## config.mk

```make
export PLATFORM = sky130hd
export DESIGN_NAME = srio_dma_splitter
export DESIGN_NICKNAME = d
export VERILOG_FILES = /design/src/rtl/srio_dma_splitter.sv
export SDC_FILE = /design/constraint.sdc
export NUM_CORES = 1
export LEC_CHECK = 0
export BUFFER_PORTS_ARGS = -buffer_cell sky130_fd_sc_hd__buf_2
export CORE_MARGIN = 8
export CORE_UTILIZATION = 47
export DETAILED_ROUTE_END_ITERATION = 8
export GPL_ROUTABILITY_DRIVEN = 0
export PLACE_DENSITY = 0.76
export SYNTH_ARGS = -nofsm -noshare
export SYNTH_HDL_FRONTEND = slang
export SYNTH_SLANG_ARGS = --single-unit
export TNS_END_PERCENT = 1
```

## constraint.sdc

```tcl
create_clock -name AXIS_ACLK -period 2.69 [get_ports AXIS_ACLK]
set_clock_uncertainty 0.2 [all_clocks]
set_input_delay 0.269 -clock AXIS_ACLK [delete_from_list [all_inputs] [get_ports AXIS_ACLK]]
set_output_delay 0.269 -clock AXIS_ACLK [all_outputs]
set_load 0.005 [all_outputs]
```

## src/rtl/srio_dma_splitter.sv

```systemverilog
// srio_dma_splitter: chops one AXI-Stream DMA transfer into a programmed number of
// fixed-length SRIO packets, with TLAST at each boundary and a per-packet TUSER header.
module srio_dma_splitter #(
  parameter int DATA_WIDTH  = 64,
  parameter int TUSER_WIDTH = 32,
  parameter int LEN_WIDTH   = 8,
  parameter int CNT_WIDTH   = 16
) (
  input  logic                   AXIS_ACLK,
  input  logic                   AXIS_ARESETN,
  input  logic                   cfg_start,
  input  logic                   cfg_abort,
  input  logic [LEN_WIDTH-1:0]   cfg_pkt_beats,
  input  logic [CNT_WIDTH-1:0]   cfg_num_pkts,
  input  logic [TUSER_WIDTH-1:0] cfg_tuser,
  input  logic [TUSER_WIDTH-1:0] cfg_tuser_last,
  input  logic [DATA_WIDTH-1:0]  S_AXIS_TDATA,
  input  logic                   S_AXIS_TVALID,
  input  logic                   S_AXIS_TLAST,
  output logic                   S_AXIS_TREADY,
  output logic [DATA_WIDTH-1:0]  M_AXIS_TDATA,
  output logic                   M_AXIS_TVALID,
  output logic                   M_AXIS_TLAST,
  output logic [TUSER_WIDTH-1:0] M_AXIS_TUSER,
  input  logic                   M_AXIS_TREADY,
  output logic                   busy,
  output logic                   done,
  output logic [CNT_WIDTH-1:0]   pkt_count,
  output logic [3:0]             status
);

  typedef enum logic [1:0] {IDLE = 2'd0, RUN = 2'd1, FLUSH = 2'd2} state_t;

  state_t                 state_r, state_nxt_s;
  logic [LEN_WIDTH-1:0]   pkt_beats_r, beat_cnt_r;
  logic [CNT_WIDTH-1:0]   num_pkts_r, pkt_idx_r, pkt_count_r;
  logic [TUSER_WIDTH-1:0] tuser_r, tuser_last_r, m_user_r;
  logic [DATA_WIDTH-1:0]  m_data_r;
  logic                   m_valid_r, m_last_r, final_accepted_r, done_r;
  logic [3:0]             status_r;

  logic s_ready_s, busy_s, accept_s, out_hs_s, abort_s, start_s, cfg_bad_s;
  logic pkt_end_s, last_pkt_s, final_beat_s;

  // abort outranks start; start is only honoured while idle
  assign abort_s      = cfg_abort && (state_r != IDLE);
  assign start_s      = cfg_start && !cfg_abort && (state_r == IDLE);
  assign cfg_bad_s    = (cfg_pkt_beats == {LEN_WIDTH{1'b0}}) || (cfg_num_pkts == {CNT_WIDTH{1'b0}});
  assign out_hs_s     = m_valid_r && M_AXIS_TREADY;
  assign accept_s     = s_ready_s && S_AXIS_TVALID;
  assign pkt_end_s    = (beat_cnt_r == pkt_beats_r - LEN_WIDTH'(1));
  assign last_pkt_s   = (pkt_idx_r == num_pkts_r - CNT_WIDTH'(1));
  assign final_beat_s = pkt_end_s && last_pkt_s;

  // state register
  always_ff @(posedge AXIS_ACLK) begin
    if (!AXIS_ARESETN) state_r <= IDLE;
    else               state_r <= state_nxt_s;
  end

  // next-state logic
  always_comb begin
    state_nxt_s = state_r;
    case (state_r)
      IDLE: begin
        if (start_s && !cfg_bad_s) state_nxt_s = RUN;
        else                       state_nxt_s = IDLE;
      end
      RUN: begin
        if (abort_s)                                             state_nxt_s = IDLE;
        else if (accept_s && (final_beat_s || S_AXIS_TLAST))     state_nxt_s = FLUSH;
        else                                                     state_nxt_s = RUN;
      end
      FLUSH: begin
        if (abort_s || out_hs_s) state_nxt_s = IDLE;
        else                     state_nxt_s = FLUSH;
      end
      default: state_nxt_s = IDLE;
    endcase
  end

  // state-decoded outputs; input ready follows output ready combinationally
  always_comb begin
    s_ready_s = 1'b0;
    busy_s    = 1'b0;
    case (state_r)
      RUN: begin
        s_ready_s = (!m_valid_r || M_AXIS_TREADY) && !final_accepted_r;
        busy_s    = 1'b1;
      end
      FLUSH: begin
        s_ready_s = 1'b0;
        busy_s    = 1'b1;
      end
      IDLE: begin
        s_ready_s = 1'b0;
        busy_s    = 1'b0;
      end
      default: begin
        s_ready_s = 1'b0;
        busy_s    = 1'b0;
      end
    endcase
  end

  // job config, counters, output pipeline register and status flags
  always_ff @(posedge AXIS_ACLK) begin
    if (!AXIS_ARESETN) begin
      pkt_beats_r      <= {LEN_WIDTH{1'b0}};
      num_pkts_r       <= {CNT_WIDTH{1'b0}};
      tuser_r          <= {TUSER_WIDTH{1'b0}};
      tuser_last_r     <= {TUSER_WIDTH{1'b0}};
      beat_cnt_r       <= {LEN_WIDTH{1'b0}};
      pkt_idx_r        <= {CNT_WIDTH{1'b0}};
      pkt_count_r      <= {CNT_WIDTH{1'b0}};
      m_data_r         <= {DATA_WIDTH{1'b0}};
      m_user_r         <= {TUSER_WIDTH{1'b0}};
      m_valid_r        <= 1'b0;
      m_last_r         <= 1'b0;
      final_accepted_r <= 1'b0;
      done_r           <= 1'b0;
      status_r         <= 4'b0000;
    end else begin
      if (out_hs_s && m_last_r && (pkt_count_r != {CNT_WIDTH{1'b1}}))
        pkt_count_r <= pkt_count_r + CNT_WIDTH'(1);

      if (start_s) begin
        pkt_beats_r      <= cfg_pkt_beats;
        num_pkts_r       <= cfg_num_pkts;
        tuser_r          <= cfg_tuser;
        tuser_last_r     <= cfg_tuser_last;
        beat_cnt_r       <= {LEN_WIDTH{1'b0}};
        pkt_idx_r        <= {CNT_WIDTH{1'b0}};
        pkt_count_r      <= {CNT_WIDTH{1'b0}};
        final_accepted_r <= 1'b0;
        done_r           <= 1'b0;
        status_r         <= cfg_bad_s ? 4'b1000 : 4'b0000;
      end else if (abort_s) begin
        m_valid_r        <= 1'b0;
        final_accepted_r <= 1'b0;
        status_r[2]      <= 1'b1;
      end else begin
        if (out_hs_s) m_valid_r <= 1'b0;
        if (accept_s) begin
          m_valid_r <= 1'b1;
          m_data_r  <= S_AXIS_TDATA;
          m_last_r  <= pkt_end_s || S_AXIS_TLAST;
          m_user_r  <= last_pkt_s ? tuser_last_r : tuser_r;
          if (final_beat_s) begin
            final_accepted_r <= 1'b1;
            if (!S_AXIS_TLAST) status_r[1] <= 1'b1;
          end else if (S_AXIS_TLAST) begin
            status_r[0] <= 1'b1;
          end else if (pkt_end_s) begin
            beat_cnt_r <= {LEN_WIDTH{1'b0}};
            pkt_idx_r  <= pkt_idx_r + CNT_WIDTH'(1);
          end else begin
            beat_cnt_r <= beat_cnt_r + LEN_WIDTH'(1);
          end
        end
        if ((state_r == FLUSH) && out_hs_s && (status_r == 4'b0000))
          done_r <= 1'b1;
      end
    end
  end

  assign S_AXIS_TREADY = s_ready_s;
  assign busy          = busy_s;
  assign M_AXIS_TDATA  = m_data_r;
  assign M_AXIS_TVALID = m_valid_r;
  assign M_AXIS_TLAST  = m_last_r;
  assign M_AXIS_TUSER  = m_user_r;
  assign done          = done_r;
  assign pkt_count     = pkt_count_r;
  assign status        = status_r;

endmodule

```

==> impl_metrics.ini, run 1 <==
[status]
status = complete, but fails checks
violations = negative setup slack

[placement]
pre_cts_slack_ps = -144
dp.cells = 1759
io_buffer_count = 279
post-dp-hpwl_um = 20600
placed_area_mm2 = 0.0121

[clocking]
cts_tree = yes
clock_sinks = 234
clkTransAtPathRegs_ps = 70
cts-root-buf = clkbuf_16
numCtsBuffers = 25
insertion_delay_ps = 530
htreeDepth = 1
cts.path.max_buffers = 3

[logic_synthesis]
syn-num-nets = 1390
synth_adder_area_share = 0.0111
avgSynthCellArea_um2 = 8.32
synthXorXnorAreaFrac = 0.0394
synth_top_family_by_area = simple AND/OR/NAND/NOR gates
yosys.area.top_type_share = 0.461
yosys.area.top_type = dfxtp_1
synthArstFlopShare = 0
synthSimpleGateAreaFrac = 0.224
synth_compound_gate_area_share = 0.185
netlist_top_cells_area = dfxtp_1 (46%), nand2_1 (13%), a21boi_0 (11%), mux2i_1 (4.1%), a21oi_1 (2.7%)
synth_flop_cell = dfxtp_1
ys_seq_elements = 234
synth_mux_area_frac = 0.0413
yosysMostFrequentCell = nand2_1
synth_edf_count = 0
ys_seq_area_frac = 0.461
synthTopCellsByCount = nand2_1 (341), dfxtp_1 (234), a21boi_0 (152)
yosysUniqueCellTypes = 55
synth_area_mm2 = 0.0102
ys_warn_count = 0
syn_inst = 1222

[layout]
area_growth_pct = 45.7
final_nets = 1839
drive_gt1_frac = 0.262
fin_area_mm2 = 0.0148
layout.cells.non_filler = 1971

[grt]
track_usage = 0.249
overflow = 0
grt_max_degree = 189
grt_pass1_vias = 10900
grt_pass1_wl_um = 54600
antenna_found_initial = 1

[sta]
setup_ws_ps = -140
finalHoldViolCount = 0
slew_viol_final = 0
rsz0062_at_grt = true
maxSlewHeadroom = 0.510
period_needed_ps = 2830
fmax_ghz = 0.353
fin_crit_sh = 1.05
tightest_slew_ps = 735
setup_viol = 45

[drt]
drc_errors = 0
detail_route.vias_per_cell = 5.32
drt_iter0_markers = 783
drt_wl_total_um = 35200
vias = 10500
drt_pass1_iterations = 6
wl_per_cell_um = 17.9
ant_nets = 0

[pwr]
p_per_area_mw_per_mm2 = 570
switching_share = 0.255
p_leak_nw = 6.08
p_comb_frac = 0.148
p_sw_w = 0.00215
clkPwrFrac = 0.412
ir_drop_uv = 529
p_seq_frac = 0.440
internal_power_w = 0.00629

[critical_path]
crit_type = reg -> reg
critPathCaptureType = flop
critPathMaxFanout = 5
crit_required_ps = 2950
critPathLaunchType = flop
reg2reg_depth = 8
critPathArrivalTime_ps = 3090

[flow_run]
cap_viol_max_count = 0

[die]
fp.dieArea_mm2 = 0.0266
initial_core_util = 0.472
rows = 54
die_h_um = 163
ioPinCount = 280
fp.dieW_um = 163
core_area_mm2 = 0.0216

[min_path]
hold_depth = 4
hp-class = in -> reg
==> what timing repair did <==
item	in CTS	in global routing
pin swaps	8	16
endpoints found under the setup margin	56	64
endpoints found under the hold margin	161	0
setup buffers	2	2
resized for setup	17	32
hold buffers	157	0
gates cloned	4	1
==> critical path, cell delays in order (launching register included) <==
cell and delay, ps:
dfxtp_1 320, or3_4 390, or4_4 440, xnor2_2 150, a211oi_2 260, nand3_2 170
or2_4 290, or4_1 470, nand2_1 70
==> registers in the layout, summed over array words and instances, names as in the netlist, 2 cells and up <==
signal,count
M_AXIS_TDATA,64
M_AXIS_TUSER,32
tuser_last_r,32
tuser_r,32
num_pkts_r,16
pkt_count,16
pkt_idx_r,16
beat_cnt_r,8
pkt_beats_r,8
status,4
state_r,2
==> area by class of cell <==
class	instances	area, um^2
clock buffers	36	717
multi-input cells	898	5340
clock inverters	9	98.8
repair buffers	498	3560
flip-flops and latches	234	4690
well taps	280	350
inverters	14	52.6
diodes	2	5.00
fillers	1615	6740
==> per-stage QoR <==
stage | hold slack [ps] | total power [W] | utilization | setup TNS, ps
global placement | 247 | 0.00472 | 0.563 | -2240
floorplan | 211 | 0.00430 | - | -5870
global route | 34.4 | 0.00875 | 0.687 | -10640
finish | 25.2 | 0.00844 | 0.687 | -3000
detailed placement | 254 | 0.00475 | 0.563 | -4460
CTS | 1.07 | 0.00838 | 0.680 | -3140
==> kinds of logic (layout without fill, tap and decap cells) <==
family                   count (synthesis)  in the layout
XOR/XNOR                                44             44
buffers and inverters                   93            557
multiplexers                            42             42
AND/OR/NAND/NOR                        516            519
flip-flops                             234            234
other                                    0              2
AO/OA/AOI/OAI                          284            284
adder cells (fa/ha/maj)                  9              9
==> placed cells by master (no fill, tap or decap), types with 4 or more instances in the layout <==
cell,synthesis,routed
a211oi_2,1,4
a21boi_0,152,152
a21oi_1,54,52
a31oi_1,5,4
and2_1,6,4
and3_1,4,4
buf_12,0,6
buf_2,3,278
buf_4,3,53
clkbuf_1,67,6
clkbuf_16,0,26
clkbuf_8,0,5
clkinv_2,0,6
dfxtp_1,234,227
dfxtp_2,0,7
dlygate4sd3_1,0,157
ha_1,9,7
inv_1,14,14
mux2i_1,42,40
nand2_1,341,340
nand2b_1,10,9
nand3_1,25,24
nand4_1,12,12
nor2_1,43,39
nor3_1,20,13
nor3_2,0,6
nor4_1,11,9
o21ai_0,48,46
o21ai_1,3,5
or2_4,1,5
or3_1,13,12
or4_4,0,4
xnor2_1,17,15
xor2_1,26,26
==> power by group through the flow <==
stage          logic (W)  registers, W  clock network [W]
2_1_floorplan   0.000533       0.00377                  0
3_3_place_gp    0.000953       0.00377                  0
3_5_place_dp    0.000975       0.00378                  0
4_1_cts          0.00117       0.00370            0.00351
5_1_grt          0.00136       0.00373            0.00367
6_report         0.00125       0.00371            0.00347
==> routing by layer <==
layer | vias to the layer above | GRT usage | part of all wire
li1 | 5033 | - | -
met1 | 4917 | 0.281 | 0.38
met2 | 404 | 0.431 | 0.50
met3 | 125 | 0.0620 | 0.072
met4 | 2 | 0.125 | 0.043
met5 | - | 0 | 0.00028
==> final timing paths <==
path | start | end | slack [ps]
worst max-delay path | pkt_beats_r[3] | pkt_idx_r[3] | -140
worst min-delay path | cfg_abort | state_r[0] | 30
worst max register to register | pkt_beats_r[3] | pkt_idx_r[3] | -140
worst min register to register | M_AXIS_TDATA[43] | M_AXIS_TDATA[43] | 260
Power figures use the tool's default switching activity.
==> run 2: changes to the inputs <==
Settings changed: RECOVER_POWER from default to 50.
==> run 2 against run 1 <==
The flow still finishes with violations (negative setup slack). Die area unchanged. Total power down 0.21%. Clock-buffer cell count unchanged. Global-route usage unchanged. Final cell count unchanged. Combinational power about the same. Critical path type unchanged. Via count up 0.48%. Highest routed layer unchanged. Critical endpoint is now pkt_idx_r[14]. Register-to-register slack about the same. Cell area down 0.95%.
==> impl_metrics.ini, run 2 (same netlist as run 1, synthesis figures left out) <==
[pwr]
p_per_area_mw_per_mm2 = 574
p_comb_frac = 0.146
ir_drop_uv = 538
internal_power_w = 0.00627
p_seq_frac = 0.441
p_leak_nw = 5.61
switching_share = 0.256
clkPwrFrac = 0.413
p_sw_w = 0.00216

[layout]
largest_register_ffs = 64
most-common-layout-cells = nand2_1 (340), dfxtp_1 (227), buf_2 (170)
layout.cells.non_filler = 1971
final_nets = 1839
final_util = 0.681
fin_area_mm2 = 0.0147
final_common_cell = nand2_1
area_growth_pct = 44.3
drive_gt1_frac = 0.198

[die]
core_area_mm2 = 0.0216
die_h_um = 163
fp.dieArea_mm2 = 0.0266
ioPinCount = 280
fp.dieW_um = 163
initial_core_util = 0.472
rows = 54

[placement]
io_buffer_count = 279
placed_area_mm2 = 0.0121
post-dp-hpwl_um = 20600
dp.cells = 1759

[critical_path]
critPathArrivalTime_ps = 3080
crit_type = reg -> reg
critPathMaxFanout = 5
critPathCaptureType = flop
crit_required_ps = 2940
critPathLaunchType = flop

[sta]
finalHoldViolCount = 0
fmax_ghz = 0.353
tightest_slew_ps = 733
setup_viol = 43
setup_ws_ps = -143
fin_crit_sh = 1.05
period_needed_ps = 2830
maxSlewHeadroom = 0.511
slew_viol_final = 0
timing.hold.ws_ps = 21.7
rsz0062_at_grt = true

[clocking]
cts.path.max_buffers = 3
clkTransAtPathRegs_ps = 70
clock_sinks = 234
cts-root-buf = clkbuf_16
cts_tree = yes
insertion_delay_ps = 530
numCtsBuffers = 25
htreeDepth = 1

[flow_run]
cap_viol_max_count = 0

[grt]
grt_max_degree = 189
overflow = 0
grt_pass1_wl_um = 54600
antenna_found_initial = 1
track_usage = 0.249
grt_pass1_vias = 10900

[drt]
drt_wl_total_um = 35200
drc_errors = 0
drt_pass1_iterations = 7
drt_iter0_markers = 739
vias = 10500
detail_route.vias_per_cell = 5.34
wl_per_cell_um = 17.9
ant_nets = 0

[min_path]
hp-class = in -> reg

[status]
violations = negative setup slack
status = complete, but fails checks
==> run 2: changes by cell type in the layout (fill, tap and decap cells not counted) <==
cell,change
clkbuf_2,+2
buf_2,-108
clkbuf_1,+108
buf_4,-2
==> run 2: layer usage <==
layer / wire length (um) / global-route usage / vias to the layer above / share of wire
li1: - / - / 5037 / -
met3: 2520 / 0.0620 / 134 / 0.071
met1: 13500 / 0.281 / 4917 / 0.38
met4: 1580 / 0.125 / 2 / 0.045
met5: 10 / 0 / - / 0.00028
met2: 17600 / 0.431 / 441 / 0.50
==> run 2: per-stage QoR <==
| stage | setup TNS, ps | setup WS (ps) | power (W) |
|---|---|---|---|
| 4_1_cts | -3140 | -95.6 | 0.00838 |
| 5_1_grt | -10800 | -299 | 0.00874 |
| 3_5_place_dp | -4460 | -144 | 0.00475 |
| 2_1_floorplan | -5870 | -129 | 0.00430 |
| 3_3_place_gp | -2240 | -130 | 0.00472 |
| 6_report | -3080 | -143 | 0.00842 |
==> run 2: worst max-delay path, cell delays in order, from the launching register on <==
cell and delay [ps]:
dfxtp_1 310, or3_4 390, or4_4 440, xnor2_2 150
a211oi_2 260, nand3_2 170, or2_4 290, or4_4 420
a21oi_2 110
==> run 2: path summary, 6_finish.rpt <==
path	from	to	slack (ps)	cells past startpoint
max reg2reg	pkt_beats_r[3]	pkt_idx_r[14]	-140	8
min reg2reg	M_AXIS_TDATA[43]	M_AXIS_TDATA[43]	260	2
max	pkt_beats_r[3]	pkt_idx_r[14]	-140	8
min	cfg_abort	state_r[0]	20	4
==> run 2: what timing repair did <==
item / 4_1_cts / 5_1_grt
pin swaps: 8 / 16
gates cloned: 4 / 1
endpoints found under the hold margin: 161 / 0
setup endpoints to repair: 56 / 64
buffers inserted: 2 / 2
hold buffers: 157 / 0
resized for setup: 17 / 32
==> run 2: cell type report <==
cell class / count / area, um^2
Clock inverter: 9 / 98.8
Fill cell: 1685 / 6880
Clock buffer: 36 / 717
Timing Repair Buffer: 498 / 3420
Tap cell: 280 / 350
Antenna cell: 2 / 5.00
Sequential cell: 234 / 4690
Multi-Input combinational cell: 898 / 5340
Inverter: 14 / 52.6
==> run 2: power groups by stage <==
| stage | logic, W | registers, W | clock network (W) |
|---|---|---|---|
| after detailed placement | 0.000975 | 0.00378 | 0 |
| after global routing | 0.00134 | 0.00373 | 0.00367 |
| after CTS | 0.00117 | 0.00370 | 0.00351 |
| after global placement | 0.000953 | 0.00377 | 0 |
| final | 0.00123 | 0.00372 | 0.00348 |
| after floorplan | 0.000533 | 0.00377 | 0 |
==> run 3: changes to the inputs <==
Settings changed: BUFFER_PORTS_ARGS -buffer_cell sky130_fd_sc_hd__buf_2 to default, CORE_UTILIZATION 47 to 57, DONT_BUFFER_PORTS from default to 1, PLACE_DENSITY 0.76 to 0.75.
==> run 3 against run 2 <==
Maximum frequency down 2.1%. Global-route usage up 2.4 points. Critical path depth up 2. First-iteration DRC count down 17%. The flow still finishes with violations (negative setup slack). Final cell count down 14%. Via count down 7.1%. Clock-buffer cell count down 3. Worst setup slack worse by 59 ps. Combinational power down 9.8%.
==> impl_metrics.ini, run 3 (same netlist as run 1, synthesis figures left out) <==
[min_path]
min_from = AXIS_ARESETN
holdPathEnd = pkt_beats_r[2]
hp-class = in -> reg
hold_depth = 2

[status]
status = complete, but fails checks
violations = negative setup slack

[layout]
multiInputGateArea_mm2 = 0.00531
layout.cells.non_filler = 1702
final_nets = 1614
largest_register_ffs = 64
fillers = 1085
most-common-layout-cells = nand2_1 (340), dfxtp_1 (228), dlygate4sd3_1 (214)
final_common_cell = nand2_1
fin_area_mm2 = 0.0139
seqCellArea_mm2 = 0.00469
drive_gt1_frac = 0.102
area_growth_pct = 36.8

[sta]
rsz0062_at_grt = true
slew_viol_final = 0
fin_crit_sh = 1.08
finalSetupTns_ps = -6790
tightest_slew_ps = 675
timing.hold.ws_ps = 6.84
maxSlewHeadroom = 0.550
fmax_ghz = 0.346
setup_viol = 62
period_needed_ps = 2890
setup_ws_ps = -202
finalHoldViolCount = 0

[drt]
drc_errors = 0
ant_nets = 0
wl_per_cell_um = 19.5
detail_route.vias_per_cell = 5.75
vias = 9785
drt_pass1_iterations = 6
drt_iter0_markers = 613
drt_wl_total_um = 33100

[placement]
io_buffer_count = 0
dp.cells = 1428
placed_area_mm2 = 0.0106
post-dp-hpwl_um = 18500

[die]
rows = 49
ioPinCount = 280
initial_core_util = 0.574
fp.dieW_um = 150
core_area_mm2 = 0.0177
die_h_um = 150
fp.dieArea_mm2 = 0.0224

[clocking]
cts_tree = yes
htreeDepth = 1
insertion_delay_ps = 520
cts.path.max_buffers = 3
numCtsBuffers = 25
clkTransAtPathRegs_ps = 60
clock_sinks = 234
cts-root-buf = clkbuf_16

[grt]
grt_pass1_vias = 10200
grt_max_degree = 132
grt_pass1_wl_um = 50300
antenna_found_initial = 3
overflow = 0
track_usage = 0.273

[critical_path]
critPathArrivalTime_ps = 3130
critPathCaptureType = flop
crit_type = reg -> reg
r2r_start = num_pkts_r[3]
reg2reg_depth = 10
r2r_end = pkt_idx_r[4]
crit_required_ps = 2930
r2r_setup_slack_ps = -200
critPathLaunchType = flop
critPathMaxFanout = 6

[pwr]
p_leak_nw = 5.14
ir_drop_uv = 571
p_per_area_mw_per_mm2 = 602

[flow_run]
cap_viol_max_count = 0
-- run 3: layout make-up --
type | instances | area share
inverters | 14 | 0.00378
clock buffers | 33 | 0.0500
repair buffers | 274 | 0.195
clock inverters | 12 | 0.0103
diodes | 9 | 0.00162
multi-input cells | 897 | 0.381
flip-flops and latches | 234 | 0.337
well taps | 229 | 0.0206
-- run 3: power by group --
group	switching [W]	total, W	leakage [nW]	internal [W]
sequential	0.000124	0.00374	1.90	0.00362
combinational	0.000550	0.00111	2.82	0.000564
clock	0.00142	0.00352	0.412	0.00211
-- run 3: worst max path at each step --
| stage | from | end | cells past startpoint |
|---|---|---|---|
| after floorplan | num_pkts_r[0] | M_AXIS_TUSER[10] | 13 |
| after global routing | num_pkts_r[3] | pkt_idx_r[14] | 10 |
| final | num_pkts_r[3] | pkt_idx_r[4] | 10 |
| after detailed placement | pkt_beats_r[3] | pkt_idx_r[14] | 8 |
| after global placement | pkt_beats_r[3] | pkt_idx_r[3] | 8 |
| after CTS | num_pkts_r[3] | pkt_idx_r[14] | 8 |
-- run 3: routing by layer --
| metal | wire length, um | track usage |
|---|---|---|
| met5 | 0 | 0 |
| met4 | 1280 | 0.128 |
| met3 | 2840 | 0.0738 |
| met2 | 16700 | 0.477 |
| met1 | 12300 | 0.304 |
-- run 3: per-stage QoR --
stage	power, W	setup WS (ps)	util
final	0.00838	-202	0.785
after global routing	0.00866	-286	0.784
after CTS	0.00829	-123	0.772
after detailed placement	0.00452	-210	0.601
after global placement	0.00449	-197	0.601
after floorplan	0.00430	-129	-
-- run 3: critical path: stages, from the launching register on --
cell,delay (ps)
dfxtp_2,340
nor4_2,280
buf_4,180
buf_6,100
nand4_1,90
nor3_1,420
nor4_2,110
and4b_4,270
or2_4,280
or3_1,370
a21oi_1,170
-- run 3: repair_timing --
item	4_1_cts	5_1_grt
pin swaps	6	33
endpoints found under the setup margin	59	100
hold buffers	215	0
buffers inserted	0	2
hold endpoints to repair	199	0
resized for setup	5	34
cloned	0	3
